[src/rtl/csr_file_pkg.sv]
// Shared constants for the machine-mode CSR file: CSR addresses, trap cause
// codes, sequencer states and a few small helpers.
package csr_file_pkg;

  localparam int CSR_ADDR_WIDTH = 12;

  localparam logic [CSR_ADDR_WIDTH-1:0] CSR_MSTATUS  = 12'h300;
  localparam logic [CSR_ADDR_WIDTH-1:0] CSR_MISA     = 12'h301;
  localparam logic [CSR_ADDR_WIDTH-1:0] CSR_MIE      = 12'h304;
  localparam logic [CSR_ADDR_WIDTH-1:0] CSR_MTVEC    = 12'h305;
  localparam logic [CSR_ADDR_WIDTH-1:0] CSR_MSCRATCH = 12'h340;
  localparam logic [CSR_ADDR_WIDTH-1:0] CSR_MEPC     = 12'h341;
  localparam logic [CSR_ADDR_WIDTH-1:0] CSR_MCAUSE   = 12'h342;
  localparam logic [CSR_ADDR_WIDTH-1:0] CSR_MIP      = 12'h344;
  localparam logic [CSR_ADDR_WIDTH-1:0] CSR_MCYCLE   = 12'hB00;
  localparam logic [CSR_ADDR_WIDTH-1:0] CSR_MCYCLEH  = 12'hB80;
  localparam logic [CSR_ADDR_WIDTH-1:0] CSR_MHARTID  = 12'hF14;

  localparam logic [31:0] CAUSE_BREAKPOINT  = 32'd3;
  localparam logic [31:0] CAUSE_ECALL_M     = 32'd11;
  localparam logic [31:0] CAUSE_M_EXT_IRQ   = 32'h8000_000B;
  localparam logic [31:0] CAUSE_M_TIMER_IRQ = 32'h8000_0007;

  // Only MEIE (bit 11) and MTIE (bit 7) exist in mie.
  localparam logic [31:0] MIE_WMASK = 32'h0000_0880;

  typedef enum logic [1:0] {
    S_IDLE = 2'd0,
    S_TRAP = 2'd1,
    S_RET  = 2'd2
  } csr_state_e;

  // mstatus as seen by software: MPP hardwired to machine mode.
  function automatic logic [31:0] mstatus_pack(input logic mpie, input logic mie);
    return {19'd0, 2'b11, 3'd0, mpie, 3'd0, mie, 3'd0};
  endfunction

  // Vectored mode only offsets interrupts; exceptions always use the base.
  function automatic logic [31:0] trap_target(input logic [31:0] mtvec, input logic [31:0] cause);
    logic [31:0] base;
    base = {mtvec[31:2], 2'b00};
    if (mtvec[0] && cause[31]) return base + {25'd0, cause[4:0], 2'b00};
    return base;
  endfunction

endpackage

[src/rtl/csr_file_if.sv]
// CSR request/response bundle between the pipeline (master) and the CSR file
// (slave). There is no valid/ready pair: reads are combinational and always
// answered, a write is a single-cycle strobe qualified by csr_we_i, and trap
// requests are qualified by inst_valid_i; the CSR file never back-pressures.
interface csr_file_if;
  import csr_file_pkg::*;

  logic [CSR_ADDR_WIDTH-1:0] csr_raddr_i;
  logic [31:0]               csr_rdata_o;
  logic                      csr_we_i;
  logic [CSR_ADDR_WIDTH-1:0] csr_waddr_i;
  logic [31:0]               csr_wdata_i;
  logic                      inst_valid_i;
  logic [31:0]               inst_addr_i;
  logic                      ecall_i;
  logic                      ebreak_i;
  logic                      mret_i;
  logic                      timer_irq_i;
  logic                      ext_irq_i;
  logic                      trap_jump_o;
  logic [31:0]               trap_addr_o;

  modport master (
    output csr_raddr_i, csr_we_i, csr_waddr_i, csr_wdata_i, inst_valid_i,
           inst_addr_i, ecall_i, ebreak_i, mret_i, timer_irq_i, ext_irq_i,
    input  csr_rdata_o, trap_jump_o, trap_addr_o
  );

  modport slave (
    input  csr_raddr_i, csr_we_i, csr_waddr_i, csr_wdata_i, inst_valid_i,
           inst_addr_i, ecall_i, ebreak_i, mret_i, timer_irq_i, ext_irq_i,
    output csr_rdata_o, trap_jump_o, trap_addr_o
  );

endinterface

[src/rtl/csr_file_counter64.sv]
// Free-running 64-bit cycle counter whose halves can be loaded independently.
// A load replaces one half and suppresses that cycle's increment.
module csr_file_counter64 (
  input  logic        clk_i,
  input  logic        rst_i,
  input  logic        load_lo,
  input  logic        load_hi,
  input  logic [31:0] wdata,
  output logic [63:0] count
);

  // Count every cycle unless software is loading one half.
  always_ff @(posedge clk_i) begin
    if (!rst_i) begin
      count <= 64'd0;
    end else if (load_lo) begin
      count[31:0] <= wdata;
    end else if (load_hi) begin
      count[63:32] <= wdata;
    end else begin
      count <= count + 64'd1;
    end
  end

endmodule

[src/rtl/csr_file.sv]
// Machine-mode CSR register file and trap sequencer. Serves exe-stage reads,
// commits exe_mem writes, accepts traps/mret and issues a one-cycle redirect.
module csr_file
  import csr_file_pkg::*;
#(
  parameter logic [31:0] MTVEC_RESET = 32'h0000_0000,
  parameter logic [31:0] HART_ID     = 32'd0,
  parameter logic [31:0] MISA_VALUE  = 32'h4000_1100
) (
  input  logic       clk_i,
  input  logic       rst_i,
  csr_file_if.slave  bus,
  output csr_state_e dbg_state
);

  logic        mstatus_mie, mstatus_mpie;
  logic [31:0] mie_q, mtvec_q, mscratch_q, mepc_q, mcause_q;
  logic [63:0] mcycle;
  csr_state_e  state;
  logic        trap_jump_q;
  logic [31:0] trap_addr_q;

  logic wr_mstatus, wr_mie, wr_mtvec, wr_mscratch, wr_mepc, wr_mcause;
  logic wr_mcycle, wr_mcycleh;

  assign wr_mstatus  = bus.csr_we_i && (bus.csr_waddr_i == CSR_MSTATUS);
  assign wr_mie      = bus.csr_we_i && (bus.csr_waddr_i == CSR_MIE);
  assign wr_mtvec    = bus.csr_we_i && (bus.csr_waddr_i == CSR_MTVEC);
  assign wr_mscratch = bus.csr_we_i && (bus.csr_waddr_i == CSR_MSCRATCH);
  assign wr_mepc     = bus.csr_we_i && (bus.csr_waddr_i == CSR_MEPC);
  assign wr_mcause   = bus.csr_we_i && (bus.csr_waddr_i == CSR_MCAUSE);
  assign wr_mcycle   = bus.csr_we_i && (bus.csr_waddr_i == CSR_MCYCLE);
  assign wr_mcycleh  = bus.csr_we_i && (bus.csr_waddr_i == CSR_MCYCLEH);

  // Post-write legalised views: what each CSR holds once this cycle's write
  // lands. Reading through them gives the write-first bypass for free.
  logic [31:0] mstatus_view, mie_view, mtvec_view, mscratch_view;
  logic [31:0] mepc_view, mcause_view, mcycle_lo_view, mcycle_hi_view, mip_view;

  assign mstatus_view   = wr_mstatus ? mstatus_pack(bus.csr_wdata_i[7], bus.csr_wdata_i[3])
                                     : mstatus_pack(mstatus_mpie, mstatus_mie);
  assign mie_view       = wr_mie ? (bus.csr_wdata_i & MIE_WMASK) : mie_q;
  assign mtvec_view     = (wr_mtvec ? bus.csr_wdata_i : mtvec_q) & 32'hFFFF_FFFD;
  assign mscratch_view  = wr_mscratch ? bus.csr_wdata_i : mscratch_q;
  assign mepc_view      = (wr_mepc ? bus.csr_wdata_i : mepc_q) & 32'hFFFF_FFFC;
  assign mcause_view    = wr_mcause ? bus.csr_wdata_i : mcause_q;
  assign mcycle_lo_view = wr_mcycle ? bus.csr_wdata_i : mcycle[31:0];
  assign mcycle_hi_view = wr_mcycleh ? bus.csr_wdata_i : mcycle[63:32];
  assign mip_view       = {20'd0, bus.ext_irq_i, 3'd0, bus.timer_irq_i, 7'd0};

  csr_file_counter64 u_mcycle (
    .clk_i   (clk_i),
    .rst_i   (rst_i),
    .load_lo (wr_mcycle),
    .load_hi (wr_mcycleh),
    .wdata   (bus.csr_wdata_i),
    .count   (mcycle)
  );

  // Combinational read mux; unmapped addresses read zero.
  logic [31:0] rdata;
  always_comb begin
    rdata = 32'h0;
    case (bus.csr_raddr_i)
      CSR_MSTATUS:  rdata = mstatus_view;
      CSR_MISA:     rdata = MISA_VALUE;
      CSR_MIE:      rdata = mie_view;
      CSR_MTVEC:    rdata = mtvec_view;
      CSR_MSCRATCH: rdata = mscratch_view;
      CSR_MEPC:     rdata = mepc_view;
      CSR_MCAUSE:   rdata = mcause_view;
      CSR_MIP:      rdata = mip_view;
      CSR_MCYCLE:   rdata = mcycle_lo_view;
      CSR_MCYCLEH:  rdata = mcycle_hi_view;
      CSR_MHARTID:  rdata = HART_ID;
      default:      rdata = 32'h0;
    endcase
  end
  assign bus.csr_rdata_o = rdata;

  // Trap/mret acceptance, only in IDLE on a real instruction, fixed priority.
  logic        take_trap, take_mret, irq_ext, irq_tmr;
  logic [31:0] trap_cause;
  always_comb begin
    irq_ext    = mstatus_mie && mie_q[11] && bus.ext_irq_i;
    irq_tmr    = mstatus_mie && mie_q[7] && bus.timer_irq_i;
    take_trap  = 1'b0;
    take_mret  = 1'b0;
    trap_cause = 32'h0;
    if (state == S_IDLE && bus.inst_valid_i) begin
      if (bus.ebreak_i) begin
        take_trap  = 1'b1;
        trap_cause = CAUSE_BREAKPOINT;
      end else if (bus.ecall_i) begin
        take_trap  = 1'b1;
        trap_cause = CAUSE_ECALL_M;
      end else if (irq_ext) begin
        take_trap  = 1'b1;
        trap_cause = CAUSE_M_EXT_IRQ;
      end else if (irq_tmr) begin
        take_trap  = 1'b1;
        trap_cause = CAUSE_M_TIMER_IRQ;
      end else if (bus.mret_i) begin
        take_mret  = 1'b1;
      end
    end
  end

  // CSR storage: software writes, with trap/mret overriding mstatus/mepc/mcause.
  always_ff @(posedge clk_i) begin
    if (!rst_i) begin
      mstatus_mie  <= 1'b0;
      mstatus_mpie <= 1'b0;
      mie_q        <= 32'h0;
      mtvec_q      <= MTVEC_RESET;
      mscratch_q   <= 32'h0;
      mepc_q       <= 32'h0;
      mcause_q     <= 32'h0;
    end else begin
      if (wr_mie)      mie_q      <= mie_view;
      if (wr_mtvec)    mtvec_q    <= mtvec_view;
      if (wr_mscratch) mscratch_q <= mscratch_view;
      if (take_trap) begin
        mepc_q       <= bus.inst_addr_i;
        mcause_q     <= trap_cause;
        mstatus_mpie <= mstatus_mie;
        mstatus_mie  <= 1'b0;
      end else begin
        if (wr_mepc)   mepc_q   <= mepc_view;
        if (wr_mcause) mcause_q <= mcause_view;
        if (take_mret) begin
          mstatus_mie  <= mstatus_mpie;
          mstatus_mpie <= 1'b1;
        end else if (wr_mstatus) begin
          mstatus_mie  <= bus.csr_wdata_i[3];
          mstatus_mpie <= bus.csr_wdata_i[7];
        end
      end
    end
  end

  // Sequencer: one redirect cycle after each accepted trap or mret.
  always_ff @(posedge clk_i) begin
    if (!rst_i) begin
      state       <= S_IDLE;
      trap_jump_q <= 1'b0;
      trap_addr_q <= 32'h0;
    end else begin
      case (state)
        S_IDLE: begin
          if (take_trap) begin
            state       <= S_TRAP;
            trap_jump_q <= 1'b1;
            trap_addr_q <= trap_target(mtvec_view, trap_cause);
          end else if (take_mret) begin
            state       <= S_RET;
            trap_jump_q <= 1'b1;
            trap_addr_q <= mepc_view;
          end else begin
            trap_jump_q <= 1'b0;
            trap_addr_q <= 32'h0;
          end
        end
        default: begin
          state       <= S_IDLE;
          trap_jump_q <= 1'b0;
          trap_addr_q <= 32'h0;
        end
      endcase
    end
  end

  assign bus.trap_jump_o = trap_jump_q;
  assign bus.trap_addr_o = trap_addr_q;
  assign dbg_state       = state;

endmodule

[src/flat_wrapper.sv]
// flat-port wrapper written by rule: the top's interface ports become plain ports
module csr_file_flat import csr_file_pkg::*;
#(
  parameter logic [31:0] MTVEC_RESET = 32'h0000_0000,
  parameter logic [31:0] HART_ID     = 32'd0,
  parameter logic [31:0] MISA_VALUE  = 32'h4000_1100
)
  (clk_i, rst_i, dbg_state, bus_csr_raddr_i, bus_csr_we_i, bus_csr_waddr_i, bus_csr_wdata_i, bus_inst_valid_i, bus_inst_addr_i, bus_ecall_i, bus_ebreak_i, bus_mret_i, bus_timer_irq_i, bus_ext_irq_i, bus_csr_rdata_o, bus_trap_jump_o, bus_trap_addr_o);
  csr_file_if bus_i ();
  input  logic clk_i;
  input  logic rst_i;
  output csr_state_e dbg_state;
  input wire logic [$bits(bus_i.csr_raddr_i)-1:0] bus_csr_raddr_i;
  input wire logic [$bits(bus_i.csr_we_i)-1:0] bus_csr_we_i;
  input wire logic [$bits(bus_i.csr_waddr_i)-1:0] bus_csr_waddr_i;
  input wire logic [$bits(bus_i.csr_wdata_i)-1:0] bus_csr_wdata_i;
  input wire logic [$bits(bus_i.inst_valid_i)-1:0] bus_inst_valid_i;
  input wire logic [$bits(bus_i.inst_addr_i)-1:0] bus_inst_addr_i;
  input wire logic [$bits(bus_i.ecall_i)-1:0] bus_ecall_i;
  input wire logic [$bits(bus_i.ebreak_i)-1:0] bus_ebreak_i;
  input wire logic [$bits(bus_i.mret_i)-1:0] bus_mret_i;
  input wire logic [$bits(bus_i.timer_irq_i)-1:0] bus_timer_irq_i;
  input wire logic [$bits(bus_i.ext_irq_i)-1:0] bus_ext_irq_i;
  output wire logic [$bits(bus_i.csr_rdata_o)-1:0] bus_csr_rdata_o;
  output wire logic [$bits(bus_i.trap_jump_o)-1:0] bus_trap_jump_o;
  output wire logic [$bits(bus_i.trap_addr_o)-1:0] bus_trap_addr_o;
  assign bus_i.csr_raddr_i = bus_csr_raddr_i;
  assign bus_i.csr_we_i = bus_csr_we_i;
  assign bus_i.csr_waddr_i = bus_csr_waddr_i;
  assign bus_i.csr_wdata_i = bus_csr_wdata_i;
  assign bus_i.inst_valid_i = bus_inst_valid_i;
  assign bus_i.inst_addr_i = bus_inst_addr_i;
  assign bus_i.ecall_i = bus_ecall_i;
  assign bus_i.ebreak_i = bus_ebreak_i;
  assign bus_i.mret_i = bus_mret_i;
  assign bus_i.timer_irq_i = bus_timer_irq_i;
  assign bus_i.ext_irq_i = bus_ext_irq_i;
  assign bus_csr_rdata_o = bus_i.csr_rdata_o;
  assign bus_trap_jump_o = bus_i.trap_jump_o;
  assign bus_trap_addr_o = bus_i.trap_addr_o;
  csr_file #(.MTVEC_RESET(MTVEC_RESET), .HART_ID(HART_ID), .MISA_VALUE(MISA_VALUE)) u_core (.clk_i(clk_i), .rst_i(rst_i), .bus(bus_i), .dbg_state(dbg_state));
endmodule
[config.mk]
export PLATFORM = sky130hd
export DESIGN_NAME = csr_file_flat
export DESIGN_NICKNAME = d
export VERILOG_FILES = /design/src/rtl/csr_file_pkg.sv /design/src/rtl/csr_file_if.sv /design/src/rtl/csr_file_counter64.sv /design/src/rtl/csr_file.sv /design/src/flat_wrapper.sv
export SDC_FILE = /design/constraint.sdc
export NUM_CORES = 1
export LEC_CHECK = 0
export CAP_MARGIN = 20
export CORE_ASPECT_RATIO = 1.1
export CORE_MARGIN = 4
export CORE_UTILIZATION = 51
export DETAILED_ROUTE_END_ITERATION = 12
export GPL_TIMING_DRIVEN = 0
export PLACE_DENSITY = 0.76
export SLEW_MARGIN = 20
export SYNTH_ARGS = -nofsm -noshare
export SYNTH_HDL_FRONTEND = slang
export SYNTH_SLANG_ARGS = --single-unit
[constraint.sdc]
create_clock -name clk_i -period 4.4 [get_ports clk_i]
set_input_delay 0.88 -clock clk_i [delete_from_list [all_inputs] [get_ports clk_i]]
set_output_delay 0.88 -clock clk_i [all_outputs]
set_load 0.02 [all_outputs]
**After elaboration in Yosys (flattened, before gate mapping)**

Cells that the tools add are included.
Widths: inputs -> output; s select.

- Register bits: 260

- $add $sub $neg: 2
- Eq/ne operators: 19
- Mux-type cells: 49
- Bitwise logic cells: 2
- Reduce and logical (&&, ||, !) cells: 23

Operators by type and width:

| operator | number |
|---|---|
| $mux 32 | 23 |
| $pmux 32 s10 | 1 |
| $eq 12x10->1 const B | 14 |
| $add 64x1->64 const B | 1 |
| $eq 12x12->1 const B | 4 |
| $add 32x7->32 | 1 |
| $mux 1 | 24 |
| $logic_and 1x1->1 | 14 |
| $mux 8 | 1 |
| $reduce_bool 2->1 | 4 |
| $reduce_bool 3->1 | 1 |
| $reduce_or 3->1 | 1 |
| $logic_not 2->1 | 1 |
| $ne 2x1->1 const B | 1 |
| $not 1->1 | 2 |
| $reduce_and 2->1 | 1 |
| $reduce_or 2->1 | 1 |

**Depth between registers and ports, before layout**

- Depth after elaboration: 14
- Mapped depth: 17

**Hierarchy**

Synthesis repeated with hierarchy kept, for this count alone.

- Cells, all modules: 1,634
- Area, all modules: 13,980.9 um^2

Modules (own cells, without submodules):

| module | times used | cells an instance | area each (um^2) |
|---|---|---|---|
| csr_file | 1 | 1,122 | 10,087.2 |
| csr_file_counter64 | 1 | 512 | 3,893.7 |

**Worst setup path before layout**

No wires, ideal clock.

- Path type: input-to-reg
- Start point: in bus_csr_waddr_i[11]
- End point: reg u_core.trap_addr_q[24], in the netlist u_core.bus.trap_addr_o[24]
- Setup time: 0.127 ns
- Data arrival time: 4.549 ns
- Required time: 4.273 ns
- Setup slack: -0.276 ns
- Stages on the path: 16
- Path buffers: 4
- Path through: nor4b_4 > and4_1 > buf_2 > buf_6 > buf_4 > buf_4 > mux2i_1 > inv_1 > ha_1 > fa_1 > a21o_1 > a21oi_1 > nor2_1 > and4bb_2 > and4_1 > or3b_1

- Elaborated cells between the ends (all ways): 16
- Classes of those cells: 1 x add/sub; 2 x eq/ne; 10 x mux; 3 x reduce/logical

RTL lines:

| element | RTL line | RTL |
|---|---|---|
| from (decl) | flat_wrapper.sv:15 | `input wire logic [$bits(bus_i.csr_waddr_i)-1:0] bus_csr_waddr_i;` |
| $eq 12x10->1 | csr_file.sv:28 | `assign wr_mtvec = bus.csr_we_i && (bus.csr_waddr_i == CSR_MTVEC);` |
| $logic_and 1x1->1 | csr_file.sv:28 |  |
| $mux 32 | csr_file.sv:43 | `assign mtvec_view = (wr_mtvec ? bus.csr_wdata_i : mtvec_q) & 32'hFFFF_FFFD;` |
| net u_core.mtvec_view[2] | csr_file.sv:37 | `logic [31:0] mstatus_view, mie_view, mtvec_view, mscratch_view;` |
| $add 32x7->32 | csr_file_pkg.sv:42 | `if (mtvec[0] && cause[31]) return base + {25'd0, cause[4:0], 2'b00};` |
| $mux 32 | csr_file_pkg.sv:42 |  |
| $mux 32 | csr_file_pkg.sv:43 | `return base;` |
| $mux 32 | csr_file.sv:151 | `if (take_trap) begin` |
| to (signal assigned) | csr_file.sv:154 | `trap_addr_q <= trap_target(mtvec_view, trap_cause);` |
| to (signal assigned) | csr_file.sv:158 | `trap_addr_q <= mepc_view;` |
| to (decl) | csr_file.sv:21 | `logic [31:0] trap_addr_q;` |

The timed path passes the listed nets, and every way through them passes these cells. The select of a mux whose other input is x is not followed.
A chain may end at the register's enable or synchronous reset.

**Final worst setup path**

- Start point: in bus_csr_raddr_i[4]
- End point: out bus_csr_rdata_o[19]

- Longest elaborated chain between the ends: 2
- Elaborated cells between the ends (all ways): 11
- Classes of those cells: 10 x eq/ne; 1 x mux

Ends and longest elaborated chain:

| element | RTL line | RTL |
|---|---|---|
| from (decl) | flat_wrapper.sv:13 | `input wire logic [$bits(bus_i.csr_raddr_i)-1:0] bus_csr_raddr_i;` |
| $eq 12x12->1 / $eq 12x10->1 (equally long branches) | csr_file.sv:64 | `case (bus.csr_raddr_i)` |
| $pmux 32 s10 (*) | csr_file.sv:64 |  |
| to (decl) | flat_wrapper.sv:24 | `output wire logic [$bits(bus_i.csr_rdata_o)-1:0] bus_csr_rdata_o;` |

Every way passes the cells marked *; elsewhere a longest branch is shown, timed or not.

==> impl_metrics.json <==
{
  "drtIter0Drc": 2366,
  "clock_sinks": 256,
  "path_class": "in -> out",
  "vias": 15800,
  "gr-total-overflow": 0,
  "max_cap_violations": 0,
  "wire_per_inst_um": 27.9,
  "clock_latency_ns": 0.59,
  "max_slew.worst_pin.slew_ns": 1.15,
  "area_delta_synth_final_pct": 30.5,
  "fmax_mhz": 228,
  "ys.flop_type": "dfxtp_1",
  "grt_max_degree": 16,
  "clk_pin_slew_ns": 0.06,
  "holdPathStages": 1,
  "hold_violations": 0,
  "status": "complete, no violations",
  "instances_no_fill": 2260,
  "relSlewSlack": 0.235,
  "synth.avg_cell_area_um2": 8.28,
  "cts_tree": "done",
  "total_power_mw": 5.55,
  "finalClockSkew_ns": 0.0194,
  "drive_above_1_share": 0.168,
  "postCtsHoldBufs": 0,
  "ios": 164,
  "wirelength_um": 63100,
  "cp_max_fo": 10,
  "timing.final.crit_period_ns": 4.38,
  "grt_pass1_wl_um": 91500,
  "place_inst": 2154,
  "p_per_area_nw_per_um2": 308,
  "ys_async_sr_fraction": 0,
  "worst_setup_path_end_kind": "primary output",
  "cp_slowest_stage_delay_ns": 0.47,
  "r2r.worst_path.cells": 12,
  "firstDrtPassIters": 6,
  "dieHeight_um": 181,
  "ys.warnings.count": 0,
  "startpoint_type": "input pin",
  "std_cell_rows": 62,
  "fp.coreArea_um2": 26400,
  "synth_most_common_cell": "dfxtp_1",
  "grt_use_total": 0.402,
  "fin_crit_sh": 0.995,
  "synthCells": 1669,
  "clk_path_buf_depth": 3,
  "dp_slack_ns": -1.63,
  "netlist_area_um2": 13800,
  "synth_area_leader_cell": "dfxtp_1",
  "die_area_um2": 29800,
  "synth_edf_count": 0,
  "start_util": 0.524,
  "slowest_stage": "or4_1",
  "port_buffers": 132,
  "drc_errors": 0,
  "synth_area_leaders": "dfxtp_1 37%, mux2i_1 10%, nor2_1 6.5%",
  "maxSlewViolCount": 0,
  "post-route-util": 0.684,
  "netlist.area_leader.share": 0.371,
  "p_leak_nw": 6.98,
  "ys_ff_latch": 256,
  "htreeDepth": 1,
  "nNetsFinal": 1986,
  "dieWidth_um": 165,
  "setup_ws_ns": 0.0214,
  "critPathArrivalTime_ns": 3.50,
  "cts_inserted_buffers": 29,
  "peakVddDrop_mv": 0.265,
  "drtAntennaViolNets": 0,
  "crit_chain": "clkdlybuf4s50_1, nor4b_4, nand3b_1, or4_1, buf_4, clkbuf_8, o22ai_2, a2111o_1, clkdlybuf4s15_2",
  "setup_viol": 0,
  "ys_types": 83,
  "grt_pass1_vias": 15000,
  "cp.required_ns": 3.52,
  "dp_hpwl_um": 44000,
  "cts-root-buf": "clkbuf_16",
  "gp_congestion": 1.04,
  "antenna_found_initial": 0,
  "synth_common_cells": "256 x dfxtp_1, 240 x nor2_1, 142 x mux2i_1",
  "seq_area_frac_synth": 0.371,
  "vias_per_cell": 7.00,
  "hold_class": "reg -> reg"
}
-- cell usage in the layout (no fill, tap or decap), types with 45 or more instances in the layout --
cell	count
nor2_1	235
dfxtp_1	256
nand2_1	82
buf_4	61
o22ai_1	74
clkbuf_1	87
mux2i_1	92
o21ai_0	45
a21oi_1	58
nand3_1	46
clkdlybuf4s50_1	86
-- cells by family after synthesis --
kind of cell | Yosys count | synth area share
other | 1 | 0.000271
multiplexers | 154 | 0.113
AO/OA/AOI/OAI | 426 | 0.212
AND/OR/NAND/NOR | 637 | 0.237
XOR/XNOR | 15 | 0.00951
flip-flops | 256 | 0.371
buffers and inverters | 174 | 0.0513
adder cells (fa/ha/maj) | 6 | 0.00597
-- per-stage QoR --
stage	TNS [ns]	cell area, µm²	hold slack (ns)
6_report	0	18000	0.467
5_1_grt	-0.0386	18000	0.478
4_1_cts	-0.0714	17900	0.464
3_5_place_dp	-74.81	15600	0.445
3_3_place_gp	-73.56	15600	0.442
2_1_floorplan	0	13900	0.430
-- area by class of cell --
cell class                      count  area, µm²
Sequential cell                   256       5120
Fill cell                        2128       8340
Multi-Input combinational cell   1240       8810
Buffer                            143        806
Clock buffer                       39        803
Tap cell                          352        440
Inverter                           24       90.1
Antenna cell                        2       5.00
Timing Repair Buffer              189       1710
Clock inverter                     15        249
-- state kept, by name, summed over array words and instances (netlist names) --
| signal | count |
|---|---|
| u_core.mstatus_mpie | 1 |
| u_core.mscratch_q | 32 |
| u_core.mcause_q | 32 |
| u_core.bus.trap_jump_o | 1 |
| u_core.mepc_q | 30 |
| u_core.bus.trap_addr_o | 30 |
| u_core.mie_q | 32 |
| u_core.u_mcycle.count | 64 |
| u_core.mstatus_mie | 1 |
| u_core.mtvec_q | 31 |
| u_core.dbg_state | 2 |
-- final timing paths --
check	from	endpoint	slack, ns
setup / recovery	bus_csr_raddr_i[4]	bus_csr_rdata_o[19]	0.02
setup reg to reg	u_core.mie_q[11]	u_core.bus.trap_addr_o[24]	0.76
hold reg to reg	u_core.mie_q[3]	u_core.mie_q[3]	0.47
hold / removal	u_core.mie_q[3]	u_core.mie_q[3]	0.47
-- worst max-delay path, delay by kind of cell --
family / cells / cell delay, ns
simple gates: 3 / 1.05
compound gates: 2 / 0.39
buf+inv: 4 / 1.17
-- power breakdown --
part / internal (mW) / leakage [nW] / switching (mW)
clock network: 1.64 / 0.517 / 1.10
logic: 0.142 / 4.39 / 0.299
registers: 2.35 / 2.07 / 0.0193
-- per-layer routing --
metal  track usage  part of all wire  vias up
met5             0                 0        -
met4         0.233             0.069        0
met3         0.103              0.13      334
met2         0.590              0.43     1350
met1         0.532              0.37     7467
li1              -                 -     6674
-- timing repair --
action,CTS,global route
setup buffers,45,12
endpoints found under the hold margin,0,0
pin swaps,19,15
gates cloned,1,0
endpoints found under the setup margin,58,40
gates resized for setup,293,60
No activity file was read; power rests on OpenSTA's default activity.
